<file path="src/rtl/morse_symbol_sequencer.sv">
// Morse timing sequencer: unit sampling, dot/dash classification, character handshake.
// Optional MORSE_SEQ_ERR_EN enables err strobes and discards overlong characters.
module morse_symbol_sequencer #(
    parameter int TICK_DIV = 1,
    parameter int MAX_SYMS = 6
) (
    input  logic                clk,
    input  logic                reset,
    input  logic                din,
    input  logic                dec_ready,
    output logic                sym_valid,
    output logic [MAX_SYMS-1:0] code,
    output logic [2:0]          len,
    output logic                word_gap,
    output logic                err
);

    localparam int TW = (TICK_DIV > 1) ? $clog2(TICK_DIV) : 1;
    localparam int CW = $clog2(MAX_SYMS + 2);

    typedef enum logic [1:0] {
        S_IDLE,
        S_MARK,
        S_SPACE
    } state_t;

    state_t              state_q, state_d;
    logic [TW-1:0]       tick_cnt_q, tick_cnt_d;
    logic [2:0]          run_q, run_d;
    logic [CW-1:0]       cnt_q, cnt_d;
    logic [MAX_SYMS-1:0] acc_q, acc_d;
    logic                bad_q, bad_d;
    logic                seen_q, seen_d;
    logic                sym_valid_q, sym_valid_d;
    logic [MAX_SYMS-1:0] code_q, code_d;
    logic [2:0]          len_q, len_d;
    logic                word_gap_q, word_gap_d;
    logic                err_q, err_d;
    logic                tick;
    logic                complete;
    logic [2:0]          run_inc;

    always_comb begin
        tick_cnt_d  = tick_cnt_q;
        state_d     = state_q;
        run_d       = run_q;
        cnt_d       = cnt_q;
        acc_d       = acc_q;
        bad_d       = bad_q;
        seen_d      = seen_q;
        sym_valid_d = sym_valid_q;
        code_d      = code_q;
        len_d       = len_q;
        word_gap_d  = 1'b0;
        err_d       = 1'b0;
        complete    = 1'b0;

        tick = (tick_cnt_q == '0);
        if (tick_cnt_q == TW'(TICK_DIV - 1))
            tick_cnt_d = '0;
        else
            tick_cnt_d = tick_cnt_q + TW'(1);

        run_inc = (run_q == 3'd7) ? 3'd7 : run_q + 3'd1;

        if (tick) begin
            unique case (state_q)
                S_IDLE: begin
                    if (din) begin
                        state_d = S_MARK;
                        run_d   = 3'd1;
                    end
                end
                S_MARK: begin
                    if (din) begin
                        run_d = run_inc;
                    end else begin
                        state_d = S_SPACE;
                        run_d   = 3'd1;
                        if (cnt_q < CW'(MAX_SYMS)) begin
                            for (int i = 0; i < MAX_SYMS; i++)
                                if (cnt_q == CW'(i))
                                    acc_d[i] = (run_q >= 3'd3);
                            cnt_d = cnt_q + CW'(1);
                        end
`ifdef MORSE_SEQ_ERR_EN
                        else begin
                            err_d = ~bad_q;
                            bad_d = 1'b1;
                        end
`endif
                    end
                end
                S_SPACE: begin
                    if (din) begin
                        state_d = S_MARK;
                        run_d   = 3'd1;
                    end else begin
                        run_d = run_inc;
                        if (run_inc == 3'd3)
                            complete = 1'b1;
                        if (run_inc == 3'd7) begin
                            word_gap_d = seen_q;
                            seen_d     = 1'b0;
                            state_d    = S_IDLE;
                        end
                    end
                end
                default: state_d = S_IDLE;
            endcase
        end

        if (sym_valid_q && dec_ready)
            sym_valid_d = 1'b0;

        // A completing character beats a same-edge accept.
        if (complete) begin
            acc_d = '0;
            cnt_d = '0;
            bad_d = 1'b0;
            if (!bad_q) begin
                seen_d = 1'b1;
                if (!sym_valid_q || dec_ready) begin
                    sym_valid_d = 1'b1;
                    code_d      = acc_q;
                    len_d       = 3'(cnt_q);
                end
`ifdef MORSE_SEQ_ERR_EN
                else begin
                    err_d = 1'b1;
                end
`endif
            end
        end
    end

    always_ff @(posedge clk) begin
        if (!reset) begin
            state_q     <= S_IDLE;
            tick_cnt_q  <= '0;
            run_q       <= '0;
            cnt_q       <= '0;
            acc_q       <= '0;
            bad_q       <= 1'b0;
            seen_q      <= 1'b0;
            sym_valid_q <= 1'b0;
            code_q      <= '0;
            len_q       <= '0;
            word_gap_q  <= 1'b0;
            err_q       <= 1'b0;
        end else begin
            state_q     <= state_d;
            tick_cnt_q  <= tick_cnt_d;
            run_q       <= run_d;
            cnt_q       <= cnt_d;
            acc_q       <= acc_d;
            bad_q       <= bad_d;
            seen_q      <= seen_d;
            sym_valid_q <= sym_valid_d;
            code_q      <= code_d;
            len_q       <= len_d;
            word_gap_q  <= word_gap_d;
            err_q       <= err_d;
        end
    end

    assign sym_valid = sym_valid_q;
    assign code      = code_q;
    assign len       = len_q;
    assign word_gap  = word_gap_q;
    assign err       = err_q;

endmodule

</file>
<file path="config.mk">
export PLATFORM = sky130hd
export DESIGN_NAME = morse_symbol_sequencer
export DESIGN_NICKNAME = d
export VERILOG_FILES = /design/src/rtl/morse_symbol_sequencer.sv
export SDC_FILE = /design/constraint.sdc
export NUM_CORES = 1
export LEC_CHECK = 0
export CAP_MARGIN = 20
export CORE_AREA = 2 2 52 54
export CTS_CLUSTER_DIAMETER = 150
export CTS_CLUSTER_SIZE = 12
export DETAILED_ROUTE_END_ITERATION = 6
export DIE_AREA = 0 0 54 56
export HOLD_SLACK_MARGIN = 0.08
export PLACE_DENSITY = 0.83
export SLEW_MARGIN = 10
export SYNTH_ARGS = -nofsm -noshare
export SYNTH_HDL_FRONTEND = slang
export SYNTH_SLANG_ARGS = --single-unit
</file>
<file path="constraint.sdc">
create_clock -name clk -period 4.6 [get_ports clk]
set_clock_uncertainty 0.2 [all_clocks]
set_input_delay 0.92 -clock clk [delete_from_list [all_inputs] [get_ports clk]]
set_output_delay 0.92 -clock clk [all_outputs]
set_load 0.1 [all_outputs]
</file>
==> metrics.txt <==
Place WS between 1 and 1.5 ns; Worst-Margin Slew 0.969 ns; Worst Min Path Start seen_q; adder-cell share of the synthesized area under 10%; Max clock buf depth 2; CP Data Arrival Time 1.83 ns; Fill cells 220; detailed-route wire length per cell 13.2 um; Worst path slowest cell clkdlybuf4s50_1; worst setup path class register to primary output; reg-to-reg startpoint run_q[0]; final setup vio count 0; CP Data Required Time 3.48 ns; worst-path fanout max 2; crit path launch type register; register bit total from synthesis 27; Die X 54 um; setup ws final around 1.6 ns; Worst R2R End len[0]; post-synth cell types 31; post-synthesis mux area share 11.0%; Initial Util 55.9%; Antenna Violating Nets Remaining 0; maximum vdd drop 0.169 mV; Mapped Avg Cell Area 9.37 um2; setup TNS 0 ns; root buffer cell clkbuf_4; LEAKAGE 0.622 nW; postcts setup bufs 0; routability cong. 0.822; total of warnings raised by yosys 0; final worst path period share between 60% and 70%; Synth Area in Simple Gates a little over a fifth; clk sinks 27; post-synthesis compound-gate area fraction 12.7%; n_diodes 0; Hold Path End word_gap; maximum capacitance violations 0; Hold Crit Class register to register; Synth Instances 145; Vias 1034; final net count 171; fin crit period roughly 3 ns; Worst-path clk slew 0.14 ns; HPWL after DPL 1770 um; RSZ-0062 raised after global routing false; Buf/Inv on CP 1; gr usage total 17.3%; Non-Filler Instances roughly 190; DR DRC count 0; die area 0.00302 mm2; post-synthesis xor/xnor area fraction 0.645%; total CTS buffers 3; critical path endpoint category primary output; CTS H-tree lvls 1; Fin. Hold Viols 0; Worst R2R Setup Slack 1.98 ns; Row Count 18; max_slew headroom 35.2%; most frequent cells in the layout 27 x dfxtp_1, 15 x mux2i_1, 14 x clkdlybuf4s50_1, 13 x nor2b_1, 13 x nand2_1; commonest non-fill, non-tap cell in the layout dfxtp_1; Port-buffer cells 14; largest net degree at the start of global routing 21; vias in the first global route 933; Final Max Slew Viols 0; reg2reg path depth 5; Post-Route WL ~2500 um; Hold Path Depth 2; area grow syn2layout 11.7%; first-pass GRT wire length 4010 um; Skew-Pair Late Insertion Delay roughly 0.32 ns; drt pass-1 iters 4; Max Freq between 0.3 and 0.4 GHz; post-synthesis sequential area ratio between 30 and 40%; grt ovf 0; die height 56 um; # hold bufs at CTS 0; post_cts resized 0; core area roughly 0.0024 mm2; DR iter-0 viols 12; Via-to-Cell Ratio approximately 5.6; delay-heaviest family, CP buffers and inverters; slowest stage delay, CP roughly 1.1 ns; PwrDens between 200 and 300 mW/mm2; initial antenna violation count 0; largest family of logic cells by synthesized area simple AND/OR/NAND/NOR gates; Syn Std Cell Area 0.00136 mm2; status finished, final reports clean; TritonCTS clock tree done; worst path cell trace clkdlybuf4s50_1; fraction of layout cells with a size suffix above 1 5.13%; Inst Count DP 182; Ports 16
-- per-layer routing --
metal | GRT usage (%) | vias up | wire [um] | share of wire [%]
met2 | 26.7 | 19 | 1140 | 46
met4 | 7.50 | 0 | 53 | 2.2
met5 | 0 | - | 0 | 0
li1 | - | 519 | - | -
met3 | 3.23 | 6 | 93 | 3.8
met1 | 23.0 | 490 | 1170 | 48
-- synthesized netlist by cell type --
master | count | share of area (%)
inv_1 | 7 | 1.9
nand2_1 | 13 | 3.6
nand3_1 | 4 | 1.5
and3b_1 | 1 | 0.64
nor2_1 | 7 | 1.9
o41ai_1 | 1 | 0.64
xnor2_1 | 1 | 0.64
o311ai_2 | 1 | 1.2
mux2i_1 | 15 | 11
buf_2 | 3 | 1.1
nor3b_2 | 2 | 1.8
o21ai_0 | 4 | 1.5
nor2b_1 | 13 | 6.0
a21boi_1 | 4 | 2.2
o21ai_1 | 1 | 0.37
clkbuf_1 | 2 | 0.55
a311oi_1 | 4 | 2.6
nor3_2 | 1 | 0.74
ha_1 | 10 | 9.2
nand4_1 | 3 | 1.4
and3_1 | 2 | 0.92
dfxtp_1 | 27 | 40
a211o_1 | 1 | 0.64
a21oi_1 | 7 | 2.6
a31oi_1 | 1 | 0.46
buf_4 | 2 | 1.1
buf_6 | 1 | 0.83
conb_1 | 1 | 0.28
a211oi_1 | 1 | 0.55
nor2_2 | 1 | 0.46
nand2b_1 | 4 | 1.8
-- where the power goes --
group	switching [mW]	total (mW)	internal, mW	leakage (nW)
logic	0.0330	0.0554	0.0224	0.389
registers	0.00637	0.246	0.239	0.218
clock network	0.0676	0.101	0.0339	0.0150
total	0.107	0.402	0.296	0.622
-- stage by stage --
step / instance area, um2 / hold slack, ns / utilization [%] / power, mW
after floorplan: 1360 / 0.233 / - / 0.294
after global placement: 1490 / 0.263 / 61.3 / 0.302
after detailed placement: 1490 / 0.262 / 61.3 / 0.305
after CTS: 1520 / 0.289 / 62.4 / 0.405
after global routing: 1520 / 0.309 / 62.4 / 0.421
final: 1520 / 0.286 / 62.4 / 0.402
-- tightest hold or removal path, cell delays in order (launching register included) --
cell	delay [ns]
dfxtp_1	0.35
nand3_1	0.07
a21oi_1	0.04
-- cell type report --
| class | instances | area, um2 | share of cell area (%) |
|---|---|---|---|
| multi-input combinational | 104 | 747 | 49.2 |
| sequential | 27 | 541 | 35.6 |
| timing repair buffer | 14 | 140 | 9.23 |
| tap | 30 | 37.5 | 2.47 |
| clock buffer | 4 | 26.3 | 1.73 |
| inverter | 7 | 26.3 | 1.73 |
-- kinds of logic (layout without fill, tap and decap cells) --
kind of cell	Yosys count	count (layout)
compound gates	25	25
xor+xnor	1	1
fa+ha+maj	10	10
buf+inv	15	25
flops	27	27
mux	15	15
other cells	1	2
simple gates	51	51
-- how the worst max path moves through the flow --
stage	start	to	slack [ns]	cells after the start
2_1_floorplan	sym_valid	sym_valid	2.55	0
3_3_place_gp	din	len[0]	1.54	5
3_5_place_dp	din	len[0]	1.45	5
4_1_cts	len[1]	len[1]	1.65	1
5_1_grt	code[1]	code[1]	1.59	1
6_report	len[1]	len[1]	1.65	1
-- sequential cells by signal (all words and copies together) (netlist names) --
name	count
acc_q	6
code	6
word_gap	1
len	3
run_q	3
cnt_q	3
sym_valid	1
tick_cnt_q	1
seen_q	1
state_q	2
No activity file was read; power rests on OpenSTA's default activity.
